`src/rtl/jtpang_dma_pkg.sv`:
```
// jtpang_dma_pkg: shared constants for the Pang object-table DMA.
//   - dma_st_e : sequencer state encoding
//   - DMA_LEN  : default bytes per transfer
//   - DMA_BASE : default first source address
// ST_WAITVB exists only when JTPANG_DMA_VBLSYNC_EN is defined.
package jtpang_dma_pkg;

  localparam int          DMA_LEN  = 512;
  localparam logic [11:0] DMA_BASE = 12'h000;

  typedef enum logic [2:0] {
    ST_IDLE    = 3'd0,
    ST_REQ     = 3'd1,
    ST_XFER    = 3'd2,
    ST_LAST    = 3'd3,
    ST_RELEASE = 3'd4
`ifdef JTPANG_DMA_VBLSYNC_EN
    , ST_WAITVB = 3'd5
`endif
  } dma_st_e;

endpackage

```
`src/rtl/jtpang_dma_edge.sv`:
```
// jtpang_dma_edge: rising-edge detector with a one-deep pending latch.
// It runs on every clk, ignoring cen, so short strobes are never missed.
//   clk, rst : clock, async active-high reset
//   din_i    : level input to watch
//   clr_i    : consume the pending request
//   set_o    : single-clk pulse on a 0->1 transition of din_i
//   pend_o   : request latched and not yet consumed
// A new edge wins over a simultaneous clear, so a request arriving
// exactly as the previous one is taken is still kept.
module jtpang_dma_edge (
  input  logic clk,
  input  logic rst,
  input  logic din_i,
  input  logic clr_i,
  output logic set_o,
  output logic pend_o
);

  logic din_q, pend_q;

  // din_q resets high so a level already present at reset exit is not
  // taken as a request
  assign set_o  = din_i & ~din_q;
  assign pend_o = pend_q;

  always_ff @(posedge clk or posedge rst) begin
    if (rst) begin
      din_q  <= 1'b1;
      pend_q <= 1'b0;
    end else begin
      din_q <= din_i;
      if (set_o)      pend_q <= 1'b1;
      else if (clr_i) pend_q <= 1'b0;
    end
  end

endmodule

```
`src/rtl/jtpang_objdma.sv`:
```
// jtpang_objdma: object-table DMA sequencer for the Pang main board.
// A rising edge on dma_go requests the Z80 bus, copies LEN bytes from
// the shared video RAM (BASE onwards) into the non-displayed half of the
// object line buffer, releases the bus and flips the displayed bank.
//   clk, rst, cen : clock, async active-high reset, clock enable
//   dma_go        : request level from I/O decode (rising edge = go)
//   LVBL          : vertical blank, active low
//   busrq_n/busak_n : Z80 bus request / acknowledge
//   src_addr/src_rd/src_din : video RAM read port (data one cen late)
//   buf_addr/buf_dout/buf_we : object buffer write port {wr_bank,index}
//   disp_bank     : bank the renderer reads; writes go to ~disp_bank
//   busy          : request accepted and not yet finished
// Optional feature JTPANG_DMA_VBLSYNC_EN: defer the bank flip to the
// next LVBL falling edge to avoid tearing. Undefined: LVBL is ignored.
module jtpang_objdma
  import jtpang_dma_pkg::*;
#(
  parameter int            AW   = 12,
  parameter int            LEN  = DMA_LEN,
  parameter logic [AW-1:0] BASE = AW'(DMA_BASE)
)(
  input  logic          clk,
  input  logic          rst,
  input  logic          cen,
  input  logic          dma_go,
  input  logic          LVBL,
  output logic          busrq_n,
  input  logic          busak_n,
  output logic [AW-1:0] src_addr,
  output logic          src_rd,
  input  logic [7:0]    src_din,
  output logic [9:0]    buf_addr,
  output logic [7:0]    buf_dout,
  output logic          buf_we,
  output logic          disp_bank,
  output logic          busy
);

  localparam logic [8:0] LAST_CNT = 9'(LEN-1);

  dma_st_e       st_q;
  logic [8:0]    cnt_q;
  logic          busrq_q, src_rd_q, buf_we_q, disp_q, busy_q;
  logic [AW-1:0] src_addr_q;
  logic [9:0]    buf_addr_q;
  logic [7:0]    buf_dout_q;
  logic          wr_bank;
  logic          go_pend, pend_clr, unused_go_rise;

  assign wr_bank  = ~disp_q;
  assign pend_clr = cen & (st_q == ST_IDLE) & go_pend;

  jtpang_dma_edge u_go (
    .clk    (clk),
    .rst    (rst),
    .din_i  (dma_go),
    .clr_i  (pend_clr),
    .set_o  (unused_go_rise),
    .pend_o (go_pend)
  );

`ifdef JTPANG_DMA_VBLSYNC_EN
  logic lvbl_q, lvbl_fall;
  // lvbl_q resets low so a low LVBL right after reset is not a fall
  assign lvbl_fall = lvbl_q & ~LVBL;
`else
  logic unused_lvbl;
  assign unused_lvbl = LVBL;
`endif

  always_ff @(posedge clk or posedge rst) begin
    if (rst) begin
      st_q       <= ST_IDLE;
      cnt_q      <= '0;
      busrq_q    <= 1'b1;
      src_rd_q   <= 1'b0;
      buf_we_q   <= 1'b0;
      disp_q     <= 1'b0;
      busy_q     <= 1'b0;
      src_addr_q <= BASE;
      buf_addr_q <= '0;
      buf_dout_q <= '0;
`ifdef JTPANG_DMA_VBLSYNC_EN
      lvbl_q     <= 1'b0;
`endif
    end else if (cen) begin
`ifdef JTPANG_DMA_VBLSYNC_EN
      lvbl_q <= LVBL;
`endif
      case (st_q)
        ST_IDLE: if (go_pend) begin
          st_q    <= ST_REQ;
          busy_q  <= 1'b1;
          busrq_q <= 1'b0;
        end
        ST_REQ: if (!busak_n) begin
          st_q  <= ST_XFER;
          cnt_q <= '0;
        end
        ST_XFER: begin
          if (busak_n) begin
            // bus taken back: freeze, the byte in flight is dropped
            src_rd_q <= 1'b0;
            buf_we_q <= 1'b0;
          end else if (cnt_q != 9'd0 && !src_rd_q) begin
            // resuming after a freeze: re-read the dropped byte first
            src_rd_q   <= 1'b1;
            src_addr_q <= BASE + AW'(cnt_q - 9'd1);
            buf_we_q   <= 1'b0;
          end else begin
            src_rd_q   <= 1'b1;
            src_addr_q <= BASE + AW'(cnt_q);
            buf_we_q   <= src_rd_q;
            buf_addr_q <= {wr_bank, cnt_q - 9'd1};
            buf_dout_q <= src_din;
            if (cnt_q == LAST_CNT) st_q  <= ST_LAST;
            else                   cnt_q <= cnt_q + 9'd1;
          end
        end
        ST_LAST: begin
          src_rd_q   <= 1'b0;
          buf_we_q   <= 1'b1;
          buf_addr_q <= {wr_bank, LAST_CNT};
          buf_dout_q <= src_din;
          st_q       <= ST_RELEASE;
        end
        ST_RELEASE: begin
          busrq_q  <= 1'b1;
          buf_we_q <= 1'b0;
`ifdef JTPANG_DMA_VBLSYNC_EN
          st_q     <= ST_WAITVB;
`else
          disp_q   <= ~disp_q;
          busy_q   <= 1'b0;
          st_q     <= ST_IDLE;
`endif
        end
`ifdef JTPANG_DMA_VBLSYNC_EN
        ST_WAITVB: if (lvbl_fall) begin
          disp_q <= ~disp_q;
          busy_q <= 1'b0;
          st_q   <= ST_IDLE;
        end
`endif
        default: st_q <= ST_IDLE;
      endcase
    end
  end

  assign busrq_n   = busrq_q;
  assign src_addr  = src_addr_q;
  assign src_rd    = src_rd_q;
  assign buf_addr  = buf_addr_q;
  assign buf_dout  = buf_dout_q;
  assign buf_we    = buf_we_q;
  assign disp_bank = disp_q;
  assign busy      = busy_q;

endmodule

```
`config.mk`:
```
export PLATFORM = sky130hd
export DESIGN_NAME = jtpang_objdma
export DESIGN_NICKNAME = d
export VERILOG_FILES = /design/src/rtl/jtpang_dma_pkg.sv /design/src/rtl/jtpang_dma_edge.sv /design/src/rtl/jtpang_objdma.sv
export SDC_FILE = /design/constraint.sdc
export NUM_CORES = 1
export LEC_CHECK = 0
export CAP_MARGIN = 20
export CORE_ASPECT_RATIO = 0.7
export CORE_MARGIN = 2
export CORE_UTILIZATION = 40
export DETAILED_ROUTE_END_ITERATION = 10
export SLEW_MARGIN = 20
export SYNTH_ARGS = -nofsm -noshare
export SYNTH_HDL_FRONTEND = slang
export SYNTH_SLANG_ARGS = --single-unit
export TNS_END_PERCENT = 20
```
`constraint.sdc`:
```
create_clock -name clk -period 2.7 [get_ports clk]
set_clock_uncertainty 0.1 [all_clocks]
set_input_delay 0.54 -clock clk [delete_from_list [all_inputs] [get_ports clk]]
set_output_delay 0.54 -clock clk [all_outputs]
set_load 0.02 [all_outputs]
```
==> results of run 1 <==
## flip-flops by register name, indices dropped and copies added (netlist names), 3 cells and up
signal    cells
cnt_q         9
st_q          3
src_addr     10
buf_dout      8
buf_addr     10
## layer usage
metal,wire [um],GRT usage (%),up-vias,part of all wire (%)
li1,-,-,961,-
met1,2920,25.6,932,53
met4,65,5.11,0,1.2
met3,213,4.13,9,3.9
met5,0,0,-,0
met2,2330,26.8,38,42
## power by group through the flow
stage / logic, mW / registers (mW) / clock network (mW)
after detailed placement: 1.95 / 1.20 / 0
after global placement: 1.94 / 1.19 / 0
final: 1.94 / 1.18 / 0.537
after CTS: 1.95 / 1.19 / 0.552
after global routing: 2.10 / 1.23 / 0.582
after floorplan: 0.955 / 1.43 / 0
## Yosys cell counts (2+ instances only)
cell type	number
dfrtp_1	45
a21oi_1	18
a31oi_1	17
nand2_1	17
o21ai_0	16
inv_1	13
clkbuf_1	11
nor2_1	7
mux2_2	6
nand3_1	6
nor3_1	6
and3_1	5
xnor2_1	5
a21o_1	4
and2_1	4
buf_4	4
buf_2	3
buf_6	3
ha_1	3
mux2i_1	3
nand3b_1	3
nor3b_1	3
o21a_1	3
o31a_1	3
xor2_1	3
a41oi_1	2
dfstp_2	2
mux2_1	2
or3b_2	2
or4_4	2
## kinds of logic (layout without fill, tap and decap cells)
family / Yosys count / after routing / share of synthesized area, %
fa+ha+maj: 3 / 3 / 1.56
xor+xnor: 8 / 8 / 2.92
buf+inv: 35 / 84 / 7.19
simple gates: 63 / 63 / 14.6
compound gates: 74 / 74 / 19.6
mux: 11 / 11 / 5.00
flops: 47 / 47 / 49.1
## worst max-delay path by stage
stage | startpoint | end | slack (ps) | cells after the start
4_1_cts | cnt_q[1] | cnt_q[7] | 210 | 9
6_report | cnt_q[1] | cnt_q[3] | 220 | 9
5_1_grt | cnt_q[1] | cnt_q[7] | 6 | 9
2_1_floorplan | cnt_q[0] | cnt_q[7] | 330 | 10
3_3_place_gp | cnt_q[1] | cnt_q[7] | 250 | 9
3_5_place_dp | cnt_q[1] | cnt_q[7] | 240 | 9
## worst max-delay path, delay by kind of cell (launching register included)
kind | cells | cell delay (ps)
and+or+nand+nor | 5 | 1140
DFF | 1 | 420
adders and majority gates | 2 | 410
AOI/OAI and AO/OA | 2 | 310
## stage by stage
step / cell area (um2) / hold WS [ps] / utilization [%] / total power, mW / std cells
after floorplan: 2400 / 389 / - / 2.38 / 241
after global placement: 2970 / 365 / 51.7 / 3.12 / 357
after detailed placement: 2970 / 369 / 51.7 / 3.15 / 357
after CTS: 3090 / 390 / 53.7 / 3.69 / 365
after global routing: 3090 / 412 / 53.7 / 3.91 / 365
final: 3090 / 382 / 53.7 / 3.66 / 365
## final cells by class
cell class              count  area, um2  share of cell area (%)
clock inverters             2       35.0                    1.13
inverters                  13       48.8                    1.58
well taps                  75       93.8                    3.04
flip-flops and latches     47       1180                    38.1
multi-input cells         159       1050                    34.0
clock buffers               6       82.6                    2.67
repair buffers             63        603                    19.5
==> run_results.csv, run 1 <==
group,metric,value,unit
worst_setup_path,cp-start-kind,"register",
run_status,status,"complete, no violations",
die,die_h,68.8,um
clock_tree,htreeDepth,2,
worst_setup_path,critical_path_class,"register to register",
power_and_ir_drop,power_leakage,1.34,nW
drt,drc,0,
worst_setup_path,ff2ff_path_depth,9,
timing,relSlewSlack,57.6,%
drt,drt_iter0_drc,71,
clock_tree,cts_buffer_depth,2,
power_and_ir_drop,swShare,40.1,%
global_routing,grt_max_degree,28,
global_routing,first_global_vias,1851,
worst_setup_path,arrival,2590,ps
drt,routedWlPerCell,15.2,um
drt,route.antenna.remaining_nets,0,
worst_setup_path,worstPathRequired,2810,ps
layout,final_cell_mix,"clkdlybuf4s50_1, dfrtp_1, a21oi_1",
flow_run,cap_violations,0,
timing,fmax,403,MHz
timing,final_max_slew_viol_count,0,
clock_tree,cts_resized,0,
die,rows,23,
layout,n_antenna_cell,0,
timing,rsz0062_at_grt,"no",
power_and_ir_drop,p_seq_share,32.3,%
placed_design,dp.final_hpwl,4.15,mm
yosys,ys_top_cells_by_area,"dfrtp_1, a31oi_1, a21oi_1",
yosys,ys_seq_elements,47,
timing,worst_pin_slew,630,ps
min_path,hp-start,"src_addr[2]",
power_and_ir_drop,p_clk_share,14.7,%
worst_setup_path,cp_common_cell,"and3_1",
clock_tree,cts.sinks,47,
yosys,ys_types,50,
global_routing,grt_usage,17.7,%
placed_design,dp_slack,240,ps
timing,finalCritPeriodShare,91.8,%
placed_design,io_buffers,47,
worst_setup_path,reg2reg_from,"cnt_q[1]",
clock_tree,cts-root-buf,"clkbuf_8",
worst_setup_path,crit_chain,"ha_1 > and3_1 > and3_1 > and3_1 > ha_1 > nor3b_1 > and2_1 > a31oi_1 > a31oi_1",
power_and_ir_drop,power_density,1180,nW/um2
global_routing,overflow,0,
clock_tree,hold_buffers,0,
power_and_ir_drop,p_int,2.19,mW
timing,fin_setup_tns,0,ps
worst_setup_path,slowest_stage,"dfrtp_1",
timing,layout_min_cycle_time,2480,ps
yosys,synth_edf_count,0,
layout,final_common_cell,"clkdlybuf4s50_1",
clock_tree,clk_pin_slew_worst_paths,90,ps
clock_tree,cts-buffers-inserted,5,
power_and_ir_drop,irDropWorstVdd,324,uV
clock_tree,cts_tree,"built",
min_path,hold_depth,2,
drt,vias_per_cell,5.32,
clock_tree,clk_latency,300,ps
yosys,synth_ff_type,"dfrtp_1",
die,dieArea,6650,um2
yosys,avgSynthCellArea,9.96,um2
yosys,synth_nets,258,
min_path,hold_end,"src_addr[2]",
yosys,synth_warnings,0,
layout,drive_gt1_share,14.1,%
yosys,synth_top_area_share,46.9,%
clock_tree,post_cts.repair.setup_buffers,0,
drt,drtPass1Iterations,4,
worst_setup_path,worstPathMaxFanout,7,
power_and_ir_drop,p_comb_share,53.0,%
worst_setup_path,critical-path-max-stage-delay,420,ps
min_path,hp-class,"register to register",
drt,vias,1940,
yosys,seq_area_frac_synth,49.1,%
layout,fill_cells,518,
global_routing,grt_pass1_wl,9.34,mm
yosys,synthCells,241,
layout,num-nets-final,306,
global_routing,antenna_found_initial,0,
worst_setup_path,r2r_setup_slack,220,ps
timing,hold_viol,0,
worst_setup_path,timing.rr.end,"cnt_q[3]",
die,boundaryPins,49,
yosys,synth_area,2400,um2
die,core,5760,um2
yosys,synth_area_leader_cell,"dfrtp_1",
placed_design,place_congestion,0.818,
die,start_util,41.7,%
worst_setup_path,cp-end-kind,"register",
timing,setup_viol,0,
power_and_ir_drop,netSwitchingPower,1.47,mW
yosys,synthArstFlopShare,100,%
layout,synthToLayoutAreaGrowth,28.8,%
timing,fin_ws,222,ps
die,die_w,96.6,um
drt,drt-total-wl,5.53,mm
No activity file was read; power rests on OpenSTA's default activity.
==> run 2: changes to the inputs <==
- ABC_AREA: not set -> 1
- GPL_TIMING_DRIVEN: not set -> 0
==> run 2 against run 1 <==
Against the previous run: critical endpoint is now cnt_q[6]; clock power decreased by 3%; clock-buffer cell count decreased by 1; global-route usage decreased by 0.13 points; sequential power about the same; first-iteration DRC count increased by 56%; sequential share of layout area decreased by 2.1 points; die area increased by 6.3%; highest routed layer unchanged; via count increased by 17%; synthesized area increased by 6.6%; critical path type unchanged.
==> run_results.csv, run 2 <==
group,metric,value,unit
clock_tree,cts.sinks,47,
placed_design,dp.final_hpwl,4.47,mm
global_routing,busiest_layer,"met1",
die,boundaryPins,49,
layout,fill_cells,598,
yosys,ys_top_cells_by_area,"dfrtp_1, nand2_1, nor2_1",
yosys,synthArstFlopShare,100,%
yosys,synth_warnings,0,
global_routing,overflow,0,
yosys,synth_nets,348,
die,die_h,70.9,um
power_and_ir_drop,netSwitchingPower,1.55,mW
drt,drt_iter0_drc,111,
timing,rsz0062_at_grt,"no",
global_routing,first_global_vias,1972,
min_path,hp-class,"register to register",
drt,drtPass1Iterations,4,
worst_setup_path,worstPathMaxFanout,10,
clock_tree,post_cts.repair.setup_buffers,0,
global_routing,met2_usage,24.0,%
layout,regArea,1180,um2
yosys,synth_common_cells,"nand2_1, dfrtp_1, nor2_1, inv_1, nand4_1",
yosys,synth_area,2560,um2
yosys,ys_seq_elements,47,
timing,layout_min_cycle_time,2070,ps
global_routing,grtUsageMet3,3.85,%
drt,drt-total-wl,5.79,mm
drt,vias_per_cell,4.86,
timing,whs,367,ps
yosys,synth_edf_count,0,
global_routing,grt_pass1_wl,9.94,mm
clock_tree,cts_buffer_depth,2,
placed_design,io_buffers,47,
global_routing,grt_usage,17.6,%
flow_run,cap_violations,0,
timing,finalCritPeriodShare,76.7,%
drt,route.antenna.remaining_nets,0,
clock_tree,cts-root-buf,"clkbuf_8",
die,rows,24,
global_routing,antenna_found_initial,0,
die,dieArea,7070,um2
die,core,6220,um2
power_and_ir_drop,power_density,1100,nW/um2
run_status,status,"complete, no violations",
clock_tree,clk_latency,300,ps
power_and_ir_drop,p_int,2.05,mW
layout,final_common_cell,"nand2_1",
yosys,synth_ff_type,"dfrtp_1",
layout,num-nets-final,403,
die,start_util,41.2,%
global_routing,use_met1,28.5,%
worst_setup_path,critical_path_class,"register to register",
worst_setup_path,worstPathRequired,2800,ps
worst_setup_path,arrival,2170,ps
global_routing,grt_max_degree,30,
yosys,ys_types,31,
power_and_ir_drop,p_seq_share,32.3,%
power_and_ir_drop,power_leakage,1.62,nW
power_and_ir_drop,swShare,43.1,%
timing,final_max_slew_viol_count,0,
clock_tree,clk_pin_slew_worst_paths,90,ps
layout,synthToLayoutAreaGrowth,27.7,%
timing,hold_viol,0,
timing,relSlewSlack,51.8,%
yosys,yosysMostFrequentCell,"nand2_1",
clock_tree,htreeDepth,2,
worst_setup_path,cp-start-kind,"register",
yosys,synthCells,331,
drt,routedWlPerCell,12.5,um
yosys,avgSynthCellArea,7.73,um2
timing,worst_pin_slew,719,ps
layout,n_antenna_cell,0,
yosys,synth_top_area_share,44.0,%
power_and_ir_drop,power,3.60,mW
timing,fmax,483,MHz
drt,drc,0,
layout,multi_input_area,1160,um2
clock_tree,cts_resized,0,
power_and_ir_drop,p_comb_share,53.2,%
clock_tree,hold_buffers,0,
timing,setup_viol,0,
clock_tree,cts_tree,"built",
die,die_w,99.6,um
placed_design,place_congestion,0.886,
clock_tree,cts-buffers-inserted,5,
power_and_ir_drop,irDropWorstVdd,465,uV
layout,drive_gt1_share,12.9,%
yosys,synth_area_leader_cell,"dfrtp_1",
layout,final_cell_mix,"nand2_1, clkdlybuf4s50_1, dfrtp_1",
drt,vias,2261,
yosys,seq_area_frac_synth,46.0,%
worst_setup_path,cp-end-kind,"register",
power_and_ir_drop,p_clk_share,14.5,%
[run 2: power by group through the flow]
stage	combinational [mW]	sequential, mW	clock (mW)
finish	1.92	1.16	0.523
CTS	1.94	1.16	0.540
global route	2.12	1.20	0.564
detailed placement	1.93	1.18	0
global placement	1.91	1.17	0
floorplan	0.941	1.42	0
[run 2: final timing paths]
path	from	slack, ps	to	cells after the start
worst min register to register	busrq_n	370	busrq_n	2
max in group asynchronous	rst	1440	buf_addr[5]	3
worst max register to register	cnt_q[0]	630	cnt_q[6]	10
min in group asynchronous	rst	550	src_addr[8]	2
worst min-delay path	busrq_n	370	busrq_n	2
worst max-delay path	cnt_q[0]	630	cnt_q[6]	10
[run 2: cell families (layout without fill, tap and decap cells)]
kind of cell    Yosys count  count (layout)  share of synthesized area, %
simple gates            207             207                          36.1
flops                    47              47                          46.0
buf+inv                  42              98                          8.80
compound gates           27              27                          5.87
xor+xnor                  5               5                          1.71
fa+ha+maj                 3               3                          1.47
[run 2: stage by stage]
stage	cells	util [%]	setup TNS, ps	cell area [um2]	setup slack [ps]
global route	465	52.6	0	3270	460
detailed placement	457	50.8	0	3160	471
global placement	456	50.3	-2700	3130	-61.9
CTS	465	52.6	0	3270	621
floorplan	331	-	0	2560	904
finish	465	52.6	0	3270	628
[run 2: critical path: stages, from the launching register on]
cell and delay (ps):
dfrtp_1 480, ha_1 300, nand3_1 120, nor2_1 50, ha_1 190, nand3_1 100, nand2_2 70, nor2_4 240
nand3_4 170, nand2_1 90, nand2_1 50
[run 2: area by class of cell]
type | instances | area share (%)
sequential | 47 | 36.1
multi-input combinational | 242 | 35.4
timing repair buffer | 48 | 15.2
buffer | 13 | 3.45
inverter | 29 | 3.45
tap | 78 | 2.99
clock buffer | 5 | 2.11
clock inverter | 3 | 1.34
[run 2: routing by layer]
metal	up-vias	wire (um)
li1	1164	-
met1	1031	2990
met2	62	2350
met3	4	432
met4	0	25
met5	-	0
==> run 3: changes to the inputs <==
- PLACE_DENSITY: not set -> 0.67
- clock period: 2.7 -> 1.8 ns (I/O delays scaled with it)
==> run 3 against run 2 <==
Against the previous run: utilization increased by 4.3 points; first-iteration DRC count rose by 49%; via count is 7.7% higher; sequential power up 53%; non-clock buffer count grew 21; clock power is 24% higher; critical endpoint is now cnt_q[5]; largest cell class is now multi-input combinational cells.
==> run_results.csv, run 3 (synthesis results as in run 2) <==
group,metric,value,unit
run_status,status,"complete, no violations",
timing,rsz0062_at_grt,"yes",
die,die_w,99.6,um
worst_setup_path,worstPathMaxFanout,4,
placed_design,placed_cells_incl_taps,457,
power_and_ir_drop,irDropWorstVdd,948,uV
clock_tree,clk_latency,300,ps
clock_tree,cts.sinks,47,
layout,drive_gt1_share,23.2,%
drt,drtPass1Iterations,4,
worst_setup_path,worstPathRequired,1900,ps
drt,drt_iter0_drc,165,
die,start_util,41.2,%
worst_setup_path,critical_path_class,"register to register",
worst_setup_path,r2r_setup_slack,10,ps
flow_run,cap_violations,0,
timing,whs,238,ps
drt,vias_per_cell,5.00,
clock_tree,cts-root-buf,"clkbuf_8",
timing,hold_viol,0,
drt,vias,2436,
die,core,6220,um2
clock_tree,cts-buffers-inserted,5,
layout,n_antenna_cell,0,
clock_tree,htreeDepth,2,
drt,route.antenna.remaining_nets,0,
worst_setup_path,reg2reg_from,"cnt_q[0]",
global_routing,grt_usage,18.7,%
min_path,hp-class,"input pin to asynchronous set/reset pin",
clock_tree,cts_buffer_depth,2,
die,boundaryPins,49,
placed_design,dp.final_hpwl,4.43,mm
global_routing,antenna_found_initial,0,
worst_setup_path,ff2ff_path_depth,10,
global_routing,overflow,0,
layout,fill_cells,568,
die,dieArea,7070,um2
layout,final_cell_mix,"nand2_1, dfrtp_1, clkdlybuf4s50_1",
worst_setup_path,cp-end-kind,"register",
die,die_h,70.9,um
layout,regArea,1180,um2
timing,fmax,559,MHz
drt,routedWlPerCell,13.3,um
timing,setup_viol,0,
power_and_ir_drop,power_leakage,1.77,nW
global_routing,grt_pass1_wl,10.6,mm
global_routing,first_global_vias,2136,
timing,relSlewSlack,70.6,%
timing,worst_pin_slew,440,ps
layout,fin_cells,487,
drt,drc,0,
layout,synthToLayoutAreaGrowth,38.1,%
timing,layout_min_cycle_time,1790,ps
layout,multi_input_area,1260,um2
layout,final_common_cell,"nand2_1",
worst_setup_path,timing.rr.end,"cnt_q[5]",
timing,final_max_slew_viol_count,0,
timing,finalCritPeriodShare,99.4,%
die,rows,24,
worst_setup_path,cp-start-kind,"register",
drt,drt-total-wl,6.48,mm
layout,num-nets-final,425,
placed_design,io_buffers,47,
clock_tree,cts_tree,"built",
worst_setup_path,arrival,1880,ps
global_routing,grt_max_degree,34,
placed_design,place_congestion,0.863,
clock_tree,clk_pin_slew_worst_paths,90,ps
power_and_ir_drop,power_density,1610,nW/um2
run 3: repair_timing:
item                                   4_1_cts  5_1_grt
setup endpoints to repair                   43       41
resized for setup                           22       21
pin swaps                                    6       12
endpoints found under the hold margin        0        0
hold buffers                                 0        0
buffers inserted                            11       10
cloned                                       0        1
run 3: through the flow:
stage	area [um2]	setup TNS [ps]	setup slack, ps	total power [mW]	util (%)
finish	3540	0	10.8	5.68	56.9
global route	3540	-1250	-85.4	6.10	56.9
CTS	3380	-1.58	-1.58	5.50	54.3
detailed placement	3150	-8510	-268	4.65	50.6
global placement	3130	-43210	-769	4.59	50.3
floorplan	2560	0	3.75	3.55	-
run 3: critical path, cell delays in order (launching register included):
cell     delay [ps]
dfrtp_2         480
ha_4            190
nand3_2          70
nor2_2           40
ha_2            180
nand3_2          80
nand2_2          70
nor2_4          170
nand3_2         150
nand2_1          90
nand2_1          50
run 3: worst max path at each step:
stage | start | to | depth (start not counted)
floorplan | cnt_q[0] | cnt_q[5] | 10
global placement | rst | src_addr[1] | 2
detailed placement | cen | src_addr[5] | 7
CTS | cnt_q[4] | st_q[2] | 11
global route | cnt_q[3] | st_q[2] | 11
finish | cnt_q[0] | cnt_q[5] | 10
run 3: report_power, final:
part	internal (mW)	switching (mW)	total (mW)
clock network	0.271	0.378	0.649
registers	1.46	0.312	1.77
logic	1.45	1.81	3.26
total	3.18	2.50	5.68
run 3: final cells by class:
class                      instances  share of cell area, %
buffer                            13                   3.64
clock buffer                       5                   1.95
clock inverter                     3                  0.566
inverter                          29                   3.26
multi-input combinational        243                   35.8
sequential                        47                   33.5
tap                               78                   2.76
timing repair buffer              69                   18.6
run 3: metal layers:
metal	share of wire, %	global-route usage (%)	vias up
li1	-	-	1224
met1	48	29.6	1136
met3	6.7	3.85	6
met2	44	27.0	70
met4	0.74	2.59	0
met5	0	0	-
